--- config.mk ---
export PLATFORM = sky130hd
export DESIGN_NAME = reg_share_arbiter
export DESIGN_NICKNAME = d
export VERILOG_FILES = /design/src/rtl/reg_share_arbiter.sv
export SDC_FILE = /design/constraint.sdc
export NUM_CORES = 1
export LEC_CHECK = 0
export BUFFER_PORTS_ARGS = -buffer_cell sky130_fd_sc_hd__buf_2
export CAP_MARGIN = 25
export CORE_MARGIN = 1.5
export CORE_UTILIZATION = 34
export CTS_CLUSTER_SIZE = 24
export DETAILED_ROUTE_END_ITERATION = 16
export PLACE_DENSITY = 0.89
export SLEW_MARGIN = 20
export SYNTH_ARGS = -nofsm -noshare
export SYNTH_HDL_FRONTEND = slang
export SYNTH_SLANG_ARGS = --single-unit
export TNS_END_PERCENT = 100
--- constraint.sdc ---
create_clock -name CLK -period 2.4 [get_ports CLK]
set_input_delay 0.12 -clock CLK [delete_from_list [all_inputs] [get_ports CLK]]
set_output_delay 0.12 -clock CLK [all_outputs]
set_load 0.005 [all_outputs]
--- src/rtl/reg_share_arbiter.sv ---
// Round-robin arbiter sharing the write port of one enable/reset data register.
// Grant, owner and busy are registered; REG_D/REG_ENABLE follow combinationally.
module reg_share_arbiter #(
    parameter int N_REQ    = 4,
    parameter int WIDTH    = 32,
    parameter int MAX_HOLD = 4
) (
    input  logic                   CLK,
    input  logic                   RES,
    input  logic [N_REQ-1:0]       REQ,
    input  logic [N_REQ*WIDTH-1:0] DATA,
    output logic [N_REQ-1:0]       GNT,
    output logic [2:0]             OWNER,
    output logic                   BUSY,
    output logic [WIDTH-1:0]       REG_D,
    output logic                   REG_ENABLE
);

    localparam int IDX_W  = $clog2(N_REQ);
    localparam int HOLD_W = (MAX_HOLD > 1) ? $clog2(MAX_HOLD) : 1;
    localparam logic [HOLD_W-1:0] HOLD_LAST = HOLD_W'(MAX_HOLD - 1);
    localparam logic [IDX_W-1:0]  IDX_LAST  = IDX_W'(N_REQ - 1);

    typedef enum logic {
        IDLE,
        GRANTED
    } state_t;

    state_t            state_q, state_d;
    logic [N_REQ-1:0]  gnt_q, gnt_d;
    logic [IDX_W-1:0]  owner_q, owner_d;
    logic              busy_q, busy_d;
    logic [HOLD_W-1:0] hold_q, hold_d;
    logic [IDX_W-1:0]  ptr_q, ptr_d;

    logic [N_REQ-1:0]  others;
    logic              search;
    logic [N_REQ-1:0]  search_mask;
    logic [IDX_W-1:0]  search_start;
    logic              pick_found;
    logic [IDX_W-1:0]  pick_idx;
    logic [WIDTH-1:0]  data_arr [N_REQ];

    function automatic logic [IDX_W-1:0] next_idx(input logic [IDX_W-1:0] idx);
        return (idx == IDX_LAST) ? '0 : idx + 1'b1;
    endfunction

    // First set bit of mask at or after start, wrapping modulo N_REQ; MSB flags a hit.
    function automatic logic [IDX_W:0] rr_search(input logic [N_REQ-1:0] mask,
                                                 input logic [IDX_W-1:0] start);
        logic             found;
        logic [IDX_W-1:0] idx;
        logic [IDX_W-1:0] cand;
        int               j;
        found = 1'b0;
        idx   = '0;
        for (int i = 0; i < N_REQ; i++) begin
            j = int'(start) + i;
            if (j >= N_REQ) j = j - N_REQ;
            cand = IDX_W'(j);
            if (!found && mask[cand]) begin
                found = 1'b1;
                idx   = cand;
            end
        end
        return {found, idx};
    endfunction

    assign others = REQ & ~gnt_q;

    always_comb begin
        // NOTE: every output of this block gets a default first, so no path can infer a latch.
        state_d      = state_q;
        gnt_d        = gnt_q;
        owner_d      = owner_q;
        busy_d       = busy_q;
        hold_d       = hold_q;
        ptr_d        = ptr_q;
        search       = 1'b0;
        search_mask  = REQ;
        search_start = ptr_q;

        case (state_q)
            IDLE: begin
                search       = 1'b1;
                search_mask  = REQ;
                search_start = ptr_q;
            end
            GRANTED: begin
                // Owner released, or it has used its hold budget while someone waits.
                if (!REQ[owner_q] || (others != '0 && hold_q == HOLD_LAST)) begin
                    search       = 1'b1;
                    search_mask  = others;
                    search_start = next_idx(owner_q);
                end else if (hold_q != HOLD_LAST) begin
                    hold_d = hold_q + 1'b1;
                end
            end
            default: begin
                state_d = IDLE;
            end
        endcase

        {pick_found, pick_idx} = rr_search(search_mask, search_start);

        if (search) begin
            if (pick_found) begin
                state_d         = GRANTED;
                gnt_d           = '0;
                gnt_d[pick_idx] = 1'b1;
                owner_d         = pick_idx;
                busy_d          = 1'b1;
                hold_d          = '0;
                ptr_d           = next_idx(pick_idx);
            end else begin
                state_d = IDLE;
                gnt_d   = '0;
                owner_d = '0;
                busy_d  = 1'b0;
                hold_d  = '0;
            end
        end
    end

    // NOTE: state registers use non-blocking assignment so all flops update from pre-edge values.
    always_ff @(posedge CLK or posedge RES) begin
        if (RES) begin
            state_q <= IDLE;
            gnt_q   <= '0;
            owner_q <= '0;
            busy_q  <= 1'b0;
            hold_q  <= '0;
            ptr_q   <= '0;
        end else begin
            state_q <= state_d;
            gnt_q   <= gnt_d;
            owner_q <= owner_d;
            busy_q  <= busy_d;
            hold_q  <= hold_d;
            ptr_q   <= ptr_d;
        end
    end

    for (genvar i = 0; i < N_REQ; i++) begin : g_slice
        assign data_arr[i] = DATA[i*WIDTH +: WIDTH];
    end

    assign GNT        = gnt_q;
    assign OWNER      = 3'(owner_q);
    assign BUSY       = busy_q;
    assign REG_ENABLE = |(gnt_q & REQ);
    assign REG_D      = busy_q ? data_arr[owner_q] : '0;

endmodule

# [Word-level counts from Yosys, hierarchy flattened]
# Cells that the tools add are included.
[totals] inputBits=134 register_bits=11 elab_cells=96 output_inout_bits=41
[classes] n_mux=43 bitwise_logic=5 n_addsub=10 magnitude_cmp=12 n_eq_ne=5 n_reduce_logical=16
[op_table] op="$mux W32" count=3
[op_table] op="$bmux W32 S2" count=1
[op_table] op="$mux W2" count=16
[op_table] op="$lt A2 B3 Y1 const B" count=6
[op_table] op="$ge A3 B3 Y1 const B" count=4
[op_table] op="$mux W1" count=12
[op_table] op="$bmux W1 S2" count=5
[op_table] op="$and A4 B4 Y4" count=2
[op_table] op="$mux W4" count=2
[op_table] op="$pmux W4 S2" count=1
[op_table] op="$sub A2 B1 Y2 const B" count=4
[op_table] op="$add A2 B1 Y2 const B" count=3
[op_table] op="$add A2 B2 Y3 const B" count=2
[op_table] op="$eq A2 B2 Y1 const B" count=3
[op_table] op="$logic_and A1 B1 Y1" count=5
[op_table] op="$logic_not A1 Y1" count=4
[op_table] op="$ne A2 B2 Y1 const B" count=2
[op_table] op="$not A4 Y4" count=1
[op_table] op="$pmux W2 S2" count=1
[op_table] op="$reduce_bool A2 Y1" count=2
[op_table] op="$reduce_bool A4 Y1" count=1
[op_table] op="$reduce_or A4 Y1" count=1
[op_table] op="$add A2 B1 Y3 const B" count=1
[op_table] op="$ge A2 B3 Y1 const B" count=1
[op_table] op="8 further kinds" count=8

# [Depth between registers and ports, before layout]
# Gate-level depths: netlist of the first run.
[depth] ltp_word=26 mapped_depth=10 mapped_depth_nobuf=10

# [Worst setup path before layout of the first run]
# No wires, ideal clock.
[synth_timing] path_kind="reg-to-reg" from="register owner_q[0]" to="register ptr_q[1]" path_stages_with_launch=10 arrival_time_ns=2.524 path_slack_ns=-0.249 n_path_buf=1 required_time_ns=2.275 setup_time_ns=0.125 period_less_slack_ns=2.649 path_cell_list="dfrtp_1 buf_6 mux2_4 a2bb2oi_2 and3_4 or4_4 a2bb2oi_1 nor2_1 ha_1 mux2_2"
[synth_via] elab_chain_len=22 elab_cells_between_ends=54 classes_between="9 x add/sub; 4 x order compare; 2 x eq/ne; 30 x mux; 9 x reduce/logical"
[synth_rtl] item="start: declaration" line="31" text="logic [IDX_W-1:0] owner_q, owner_d;"
[synth_rtl] item="start signal: assignment" line="137" text="owner_q <= owner_d;"
[synth_rtl] item="branches (longest 22 deep; another with $add A2 B1 Y3)"
[synth_rtl] item="end signal: assignment" line="140" text="ptr_q <= ptr_d;"
[synth_rtl] item="end: declaration" line="34" text="logic [IDX_W-1:0] ptr_q, ptr_d;"
# Parallel ways; which one is timed is not known. The select of a mux whose other input is x is not followed.
# A chain may end at the register's enable or synchronous reset.

# [Final worst setup path of the first run]
# Ends and elaborated chain as after synthesis.

==> results.json, run 1 <==
{
  "synthFlopType": "dfrtp_1",
  "n_antenna_cell": 0,
  "die-area_um2": 6020,
  "layout-drive-gt1-share_pct": 69.3,
  "synth.area.top_cells": "mux4_2, dfrtp_1, and2_1",
  "crit_family": "simple AND/OR/NAND/NOR gates",
  "p_leak_nw": 1.59,
  "slowest_stage": "or4_4",
  "grt_max_degree": 34,
  "die_x_um": 77.6,
  "worstMarginPinSlew_ns": 0.577,
  "finalSetupViolations": 6,
  "synth_nets": 324,
  "ys_ff_latch": 11,
  "row_count": 26,
  "synth_edf_count": 0,
  "maxSlewViolCount": 0,
  "status": "complete, but fails checks",
  "routed_wl_um": 7920,
  "timing.critical_path.required_ns": 2.53,
  "violations": "negative setup slack",
  "grt_overflow": 0,
  "antenna_found_initial": 0,
  "syn_area_per_cell_um2": 10.3,
  "cts_buffer_depth": 2,
  "fin_hold_ws_ns": 0.416,
  "setup_ws_ns": -0.156,
  "clk_latency_ns": 0.25,
  "ir_worst_vdd_v": 0.000754,
  "p_per_area_nw_per_um2": 1110,
  "max_cap_violations": 0,
  "grt_first_pass_wirelength_um": 12000,
  "cp-startpoint": "owner_q[0]$_DFFE_PP0N_",
  "endpoint": "ptr_q[1]$_DFFE_PP0P_",
  "path_cells": "mux2_4 > a2bb2oi_4 > and3_4 > or4_4 > a2bb2oi_4 > nor2_2 > ha_1 > mux2_2",
  "antenna_left": 0,
  "n_fill_cell": 452,
  "yosysTopAreaCell": "mux4_2",
  "rsz0062_at_grt": "yes",
  "synth_top_area_share_pct": 38.1,
  "clk_pin_slew_ns": 0.06,
  "setup_tns_ns": -0.655,
  "die_h_um": 77.6,
  "cts_tree": "done",
  "post-route-period-util_pct": 107,
  "cts_made_buffers": 3,
  "regToRegSetupSlack_ns": -0.16,
  "cts_root_buf": "clkbuf_8",
  "syn_to_final_growth_pct": 69.7,
  "slowest_delay_ns": 0.57,
  "io_pins": 175,
  "skew_ns": 0.0102,
  "drt-initial-drc-count": 90,
  "cp-start-kind": "flop",
  "ys_types": 50,
  "htree_levels": 1,
  "hold_violations": 0,
  "nets": 525,
  "yosys_warnings": 0,
  "relSlewSlack_pct": 61.5,
  "clock-sinks": 11,
  "via_per_inst": 5.36,
  "syn_area_um2": 1890,
  "port_buffers": 173,
  "start_util_pct": 36.1,
  "wl_per_cell_um": 17.4,
  "grt_pass1_vias": 2511,
  "maxClockFrequency_mhz": 391,
  "hold_path_class": "in2async",
  "ys_seq_area_share_pct": 14.5,
  "synthCells": 184,
  "worst_setup_path_end_kind": "flop",
  "worstReg2RegStart": "owner_q[0]$_DFFE_PP0N_",
  "crit_top_cell": "a2bb2oi_4",
  "cp_max_fo": 4,
  "synth-async-reset-ratio_pct": 100,
  "path_depth": 8,
  "r2r_cells": 8,
  "drc_errors": 0,
  "reg2reg_to": "ptr_q[1]$_DFFE_PP0P_",
  "path_class": "reg2reg",
  "num_vias": 2435,
  "grt.total_usage_pct": 24.7,
  "core_um2": 5240,
  "place.gp.congestion": 0.950,
  "dpl.hpwl_um": 6520,
  "path_buf_inv": 0,
  "fin_crit_ns": 2.56,
  "drt_first_pass_iters": 4,
  "arrival_ns": 2.69
}
==> layout make-up <==
| class | instances | area, µm² | share of cell area (%) |
|---|---|---|---|
| multi-input cells | 154 | 1630 | 50.9 |
| inverters | 5 | 18.8 | 0.584 |
| well taps | 70 | 87.6 | 2.73 |
| clock buffers | 4 | 45.0 | 1.40 |
| repair buffers | 210 | 1150 | 35.8 |
| flip-flops and latches | 11 | 278 | 8.64 |
==> state kept, by name, indices dropped and copies added, names as in the netlist <==
register	count
BUSY	1
hold_q	2
owner_q	2
ptr_q	2
GNT	4
==> power by group <==
part	total [mW]	switching (mW)	internal (mW)
clock network	0.193	0.0760	0.117
registers	0.338	0.0696	0.269
logic	3.03	1.34	1.68
==> layer usage <==
metal,global-route usage (%),share of wire [%],up-vias
met2,46.5,54,114
met3,3.18,5.1,28
met5,0,0,-
met4,9.45,3.6,0
met1,28.0,37,1175
li1,-,-,1118
==> through the flow <==
stage / std cells / setup slack (ns) / util, % / power (mW) / cell area, µm²
after floorplan: 184 / -0.207 / - / 2.05 / 1920
after global placement: 445 / -0.112 / 58.3 / 2.97 / 3050
after detailed placement: 445 / -0.155 / 58.3 / 3.04 / 3050
after CTS: 452 / -0.144 / 60.1 / 3.32 / 3150
after global routing: 454 / -0.211 / 61.3 / 3.81 / 3210
final: 454 / -0.156 / 61.3 / 3.56 / 3210
==> cell families (layout without fill, tap and decap cells) <==
group                    after synthesis  count (layout)  synth area share [%]
adder cells (fa/ha/maj)                6               6                  3.97
flip-flops                            11              11                  14.5
XOR/XNOR                               1               1                 0.463
other                                  1               1                 0.198
AO/OA/AOI/OAI                         33              33                  13.6
multiplexers                          36              36                  40.5
buffers and inverters                 19             219                  4.36
AND/OR/NAND/NOR                       77              77                  22.3
==> cells in the final DEF (no fill, tap or decap), drive strengths merged, types with 3 or more instances in the layout <==
| cell type | instances |
|---|---|
| o21ai | 8 |
| clkbuf | 4 |
| inv | 5 |
| and2 | 32 |
| nand2b | 4 |
| buf | 209 |
| dfrtp | 11 |
| ha | 6 |
| nor2 | 8 |
| o31ai | 3 |
| mux4 | 32 |
| nand2 | 20 |
==> synth_stat cells, types with 2 or more instances <==
cell,number
and2_1,32
mux4_2,32
nand2_1,20
dfrtp_1,11
clkbuf_1,8
nor2_1,8
o21ai_0,7
ha_1,6
inv_1,5
buf_1,4
nand2b_1,4
a21oi_1,2
a22oi_1,2
a41o_1,2
and4_1,2
mux2i_1,2
nor3_1,2
o22ai_1,2
o31ai_1,2
==> timing repair <==
action	4_1_cts	5_1_grt
hold buffers	1	0
endpoints found under the hold margin	11	0
endpoints found under the setup margin	5	6
pin swaps	5	4
buffers inserted	2	2
resized for setup	9	10
==> worst min-delay path by stage <==
stage	slack, ns	depth (start not counted)	endpoint
global placement	0.14	2	ptr_q[0]$_DFFE_PP0P_
detailed placement	0.14	2	ptr_q[0]$_DFFE_PP0P_
global route	0.46	3	ptr_q[0]$_DFFE_PP0P_
floorplan	-0.03	1	BUSY$_DFFE_PP0N_
finish	0.42	3	ptr_q[0]$_DFFE_PP0P_
CTS	0.43	3	ptr_q[0]$_DFFE_PP0P_
==> worst register-to-register path, cell delays in order, from the launching register on <==
cell and delay [ns]:
dfrtp_2 0.43, mux2_4 0.34, a2bb2oi_4 0.16, and3_4 0.17
or4_4 0.57, a2bb2oi_4 0.17, nor2_2 0.11, ha_1 0.23
mux2_2 0.25
(Power assumes the default switching activity.)
==> run 2, diff against run 1 <==
--- a/config.mk
+++ b/config.mk
@@ -9,8 +9,11 @@
 export CAP_MARGIN = 25
 export CORE_MARGIN = 1.5
 export CORE_UTILIZATION = 34
+export CTS_BUF_LIST = sky130_fd_sc_hd__clkbuf_16
 export CTS_CLUSTER_SIZE = 24
 export DETAILED_ROUTE_END_ITERATION = 16
+export GPL_TIMING_DRIVEN = 0
+export MAX_ROUTING_LAYER = met4
 export PLACE_DENSITY = 0.89
 export SLEW_MARGIN = 20
 export SYNTH_ARGS = -nofsm -noshare
==> results.json, run 2 (synthesized netlist as in run 1, its figures left out) <==
{
  "p_leak_nw": 1.52,
  "sw_frac_of_total_pct": 42.0,
  "p_int_mw": 1.97,
  "place.gp.congestion": 0.949,
  "pwr-share-seq_pct": 10.2,
  "path_class": "reg2reg",
  "cp_max_fo": 5,
  "core_um2": 5240,
  "timing.critical_path.required_ns": 2.52,
  "largest_register_ffs": 4,
  "post-route-period-util_pct": 111,
  "grt_overflow": 0,
  "antenna_found_initial": 0,
  "hold_depth": 4,
  "port_buffers": 173,
  "row_count": 26,
  "start_util_pct": 36.1,
  "path_buf_inv": 1,
  "drt_first_pass_iters": 4,
  "violations": "negative setup slack",
  "die_h_um": 77.6,
  "setup_tns_ns": -0.755,
  "antenna_left": 0,
  "cts_made_buffers": 3,
  "max_cap_violations": 0,
  "die-area_um2": 6020,
  "rsz0062_at_grt": "yes",
  "arrival_ns": 2.79,
  "slowest_delay_ns": 0.56,
  "wl_per_cell_um": 17.5,
  "clock-sinks": 11,
  "clkPwrFrac_pct": 8.8,
  "path_cells": "buf_6 > mux2_4 > a2bb2oi_4 > and3_4 > or4_4 > a2bb2oi_4 > nor2_4 > ha_1 > mux2_2",
  "hold_path_class": "in2reg",
  "num_vias": 2362,
  "hold_start": "REQ[3]",
  "crit_top_cell": "a2bb2oi_4",
  "layout-drive-gt1-share_pct": 66.2,
  "grt.total_usage_pct": 24.7,
  "routed_wl_um": 7690,
  "reg2reg_to": "ptr_q[1]$_DFFE_PP0P_",
  "cts_buffer_depth": 2,
  "grt_pass1_vias": 2384,
  "cp-start-kind": "flop",
  "worstReg2RegStart": "owner_q[0]$_DFFE_PP0N_",
  "hold_path_end": "ptr_q[0]$_DFFE_PP0P_",
  "worstMarginPinSlew_ns": 0.575,
  "die_x_um": 77.6,
  "finalSetupViolations": 5,
  "grt_first_pass_wirelength_um": 11300,
  "status": "complete, but fails checks",
  "slowest_stage": "or4_4",
  "n_fill_cell": 459,
  "mostFrequentLayoutCells": "buf_2, mux4_2, and2_1",
  "p_per_area_nw_per_um2": 1090,
  "htree_levels": 1,
  "maxSlewViolCount": 0,
  "via_per_inst": 5.37,
  "cts_tree": "done",
  "layout_commonest_cell": "buf_2",
  "maxClockFrequency_mhz": 375,
  "nets": 511,
  "setup_ws_ns": -0.264,
  "drc_errors": 0,
  "utilization_pct": 59.3,
  "crit_family": "simple AND/OR/NAND/NOR gates",
  "worst_setup_path_end_kind": "flop",
  "clk_latency_ns": 0.24,
  "fin_crit_ns": 2.66,
  "p_sw_mw": 1.42,
  "n_antenna_cell": 0,
  "skew_ns": 0.00292,
  "io_pins": 175,
  "grt_max_degree": 12,
  "clk_pin_slew_ns": 0.04,
  "dpl.hpwl_um": 6300,
  "syn_to_final_growth_pct": 64.2,
  "ir_worst_vdd_v": 0.000658,
  "regToRegSetupSlack_ns": -0.26,
  "r2r_cells": 9,
  "p_comb_share_pct": 81.0,
  "relSlewSlack_pct": 61.6,
  "hold_violations": 0,
  "cts_root_buf": "clkbuf_16",
  "drt-initial-drc-count": 67
}
==> run 2: power groups by stage <==
stage | Sequential [mW] | Clock, mW | Combinational, mW
2_1_floorplan | 0.325 | 0 | 1.73
3_3_place_gp | 0.331 | 0 | 2.40
3_5_place_dp | 0.337 | 0 | 2.49
4_1_cts | 0.347 | 0.307 | 2.65
5_1_grt | 0.356 | 0.314 | 2.96
6_report | 0.346 | 0.298 | 2.74
==> run 2: layout make-up <==
| class | count | area [µm²] | area share, % |
|---|---|---|---|
| Tap cell | 70 | 87.6 | 2.82 |
| Clock buffer | 3 | 75.1 | 2.42 |
| Buffer | 13 | 67.6 | 2.17 |
| Timing Repair Buffer | 183 | 943 | 30.4 |
| Clock inverter | 1 | 3.75 | 0.121 |
| Multi-Input combinational cell | 154 | 1640 | 52.6 |
| Sequential cell | 11 | 277 | 8.90 |
| Inverter | 5 | 18.8 | 0.604 |
==> run 2: worst max-delay path by stage <==
stage                            from  cells after the start              endpoint
2_1_floorplan  owner_q[0]$_DFFE_PP0N_                      9  ptr_q[1]$_DFFE_PP0P_
3_3_place_gp   owner_q[1]$_DFFE_PP0N_                      9  ptr_q[1]$_DFFE_PP0P_
3_5_place_dp   owner_q[1]$_DFFE_PP0N_                      9  ptr_q[1]$_DFFE_PP0P_
4_1_cts        owner_q[0]$_DFFE_PP0N_                      9  ptr_q[1]$_DFFE_PP0P_
5_1_grt        owner_q[0]$_DFFE_PP0N_                      9  ptr_q[1]$_DFFE_PP0P_
6_report       owner_q[0]$_DFFE_PP0N_                      9  ptr_q[1]$_DFFE_PP0P_
==> run 2: stage by stage <==
| stage | area [µm²] | std cells | worst slack, ns | power (mW) | hold slack [ns] |
|---|---|---|---|---|---|
| final | 3110 | 440 | -0.264 | 3.39 | 0.415 |
| after floorplan | 1920 | 184 | -0.207 | 2.05 | -0.0276 |
| after detailed placement | 2870 | 427 | -0.570 | 2.82 | 0.132 |
| after global routing | 3110 | 440 | -0.330 | 3.63 | 0.442 |
| after CTS | 3060 | 435 | -0.281 | 3.30 | 0.400 |
| after global placement | 2870 | 427 | -0.473 | 2.73 | 0.122 |
==> run 2: what timing repair did <==
item                       in CTS  in global routing
hold buffers                    1                  0
gates resized for setup        20                  4
buffers inserted                4                  5
hold endpoints to repair       11                  0
setup endpoints to repair      36                  5
pin swaps                       3                  3
==> run 2: tightest hold or removal path: cells and delay by family <==
family	cells	cell delay (ns)
buffers and inverters	1	0.13
AOI/OAI and AO/OA	2	0.22
and+or+nand+nor	1	0.13
==> run 2: layer usage <==
metal / part of all wire, % / track usage (%) / up-vias
met1: 35 / 25.9 / 1137
met2: 55 / 45.8 / 114
met3: 6.6 / 3.18 / 23
met5: 0 / - / -
li1: - / - / 1088
met4: 3.3 / 10.7 / 0
==> run 3, diff against run 2 <==
--- a/config.mk
+++ b/config.mk
@@ -9,7 +9,6 @@
 export CAP_MARGIN = 25
 export CORE_MARGIN = 1.5
 export CORE_UTILIZATION = 34
-export CTS_BUF_LIST = sky130_fd_sc_hd__clkbuf_16
 export CTS_CLUSTER_SIZE = 24
 export DETAILED_ROUTE_END_ITERATION = 16
 export GPL_TIMING_DRIVEN = 0
==> results.json, run 3 (synthesized netlist as in run 1, its figures left out) <==
{
  "status": "complete, but fails checks",
  "violations": "negative setup slack",
  "grt_overflow": 0,
  "path_class": "reg2reg",
  "core_um2": 5240,
  "clock-sinks": 11,
  "port_buffers": 173,
  "drc_errors": 0,
  "die_h_um": 77.6,
  "grt_max_degree": 12,
  "power_mw": 3.23,
  "n_fill_cell": 468,
  "worstMarginPinSlew_ns": 0.564,
  "num_vias": 2335,
  "die_x_um": 77.6,
  "worst_setup_path_end_kind": "flop",
  "timing.critical_path.required_ns": 2.52,
  "grt.total_usage_pct": 24.1,
  "clk_latency_ns": 0.24,
  "relSlewSlack_pct": 62.4,
  "maxClockFrequency_mhz": 376,
  "drt-initial-drc-count": 51,
  "start_util_pct": 36.1,
  "fin_area_um2": 3050,
  "p_leak_nw": 1.49,
  "hold_violations": 0,
  "n_antenna_cell": 0,
  "utilization_pct": 58.3,
  "cp_max_fo": 5,
  "htree_levels": 1,
  "syn_to_final_growth_pct": 61.2,
  "layout_commonest_cell": "buf_2",
  "max_cap_violations": 0,
  "dp_slack_ns": -0.570,
  "cts_made_buffers": 3,
  "finalSetupViolations": 5,
  "cp-start-kind": "flop",
  "setup_ws_ns": -0.263,
  "hold_depth": 4,
  "clk_pin_slew_ns": 0.05,
  "stdcell_count": 438,
  "io_pins": 175,
  "via_per_inst": 5.33,
  "arrival_ns": 2.79,
  "nets": 509,
  "p_per_area_nw_per_um2": 1060,
  "ir_worst_vdd_v": 0.000641,
  "post-route-period-util_pct": 111,
  "drt_first_pass_iters": 4,
  "hold_path_class": "in2reg",
  "wl_per_cell_um": 17.2,
  "row_count": 26,
  "cts_tree": "done",
  "cts_root_buf": "clkbuf_8",
  "grt_first_pass_wirelength_um": 11100,
  "die-area_um2": 6020,
  "mostFrequentLayoutCells": "buf_2, mux4_2, and2_1",
  "place.gp.congestion": 0.949,
  "antenna_left": 0,
  "multi_input_area_um2": 1630,
  "layout-drive-gt1-share_pct": 65.8,
  "largest_register_ffs": 4,
  "skew_ns": 0.00345,
  "setup_tns_ns": -0.687,
  "fin_hold_ws_ns": 0.385,
  "dpl.hpwl_um": 6300,
  "grt_pass1_vias": 2334,
  "fin_crit_ns": 2.66,
  "r2r_cells": 9,
  "dpl_cell_area_um2": 2870,
  "antenna_found_initial": 0,
  "cts_buffer_depth": 2,
  "dp.cells": 427,
  "routed_wl_um": 7530,
  "seq_area_um2": 277,
  "rsz0062_at_grt": "yes",
  "maxSlewViolCount": 0
}
==> run 3: cell types whose count changed in the layout (fill, tap and decap cells not counted) <==
cell       before  now
buf_4          10    8
clkbuf_1        6    7
clkbuf_16       3    0
clkbuf_8        0    3
inv_1           6    5
nand2_1        20   19
nand2_2         0    1
nor3_1          1    2
nor3_2          1    0
o31ai_1         1    2
o31ai_2         2    1
==> run 3: layout make-up <==
| type | instances | area share (%) |
|---|---|---|
| multi-input cells | 154 | 53.3 |
| repair buffers | 181 | 30.4 |
| flip-flops and latches | 11 | 9.06 |
| well taps | 70 | 2.87 |
| plain buffers | 13 | 2.21 |
| clock buffers | 4 | 1.48 |
| inverters | 5 | 0.615 |
==> run 3: metal layers <==
metal	vias to the layer above	part of all wire, %	GRT usage [%]
li1	1084	-	-
met1	1117	36	25.8
met2	115	55	44.6
met3	19	6.1	2.82
met4	0	3.0	10.0
met5	-	0	-
==> run 3: critical path: stages, from the launching register on <==
cell and delay [ns]:
dfrtp_1 0.38, buf_6 0.13, mux2_4 0.32, a2bb2oi_4 0.17, and3_4 0.17, or4_4 0.56
a2bb2oi_4 0.20, nor2_4 0.11, ha_1 0.24, mux2_2 0.26
==> run 3: final timing paths <==
path	to	slack, ns	startpoint
hold / removal	ptr_q[0]$_DFFE_PP0P_	0.38	REQ[3]
hold reg to reg	GNT[3]$_DFFE_PP0N_	0.59	GNT[3]$_DFFE_PP0N_
max in group asynchronous	BUSY$_DFFE_PP0N_	1.66	RES
min in group asynchronous	ptr_q[1]$_DFFE_PP0P_	0.41	RES
setup / recovery	ptr_q[1]$_DFFE_PP0P_	-0.26	owner_q[0]$_DFFE_PP0N_
setup reg to reg	ptr_q[1]$_DFFE_PP0P_	-0.26	owner_q[0]$_DFFE_PP0N_
==> run 3: report_power, final <==
group          switching [mW]  total (mW)  leakage [nW]  internal, mW
registers              0.0790       0.347         0.135         0.268
logic                    1.23        2.70          1.33          1.47
clock network          0.0676       0.184        0.0228         0.116
==> run 3: repair_timing <==
| action | CTS | global route |
|---|---|---|
| endpoints found under the setup margin | 36 | 5 |
| hold endpoints to repair | 11 | 0 |
| resized for setup | 19 | 3 |
| pin swaps | 2 | 3 |
| hold buffers | 1 | 0 |
| setup buffers | 2 | 5 |
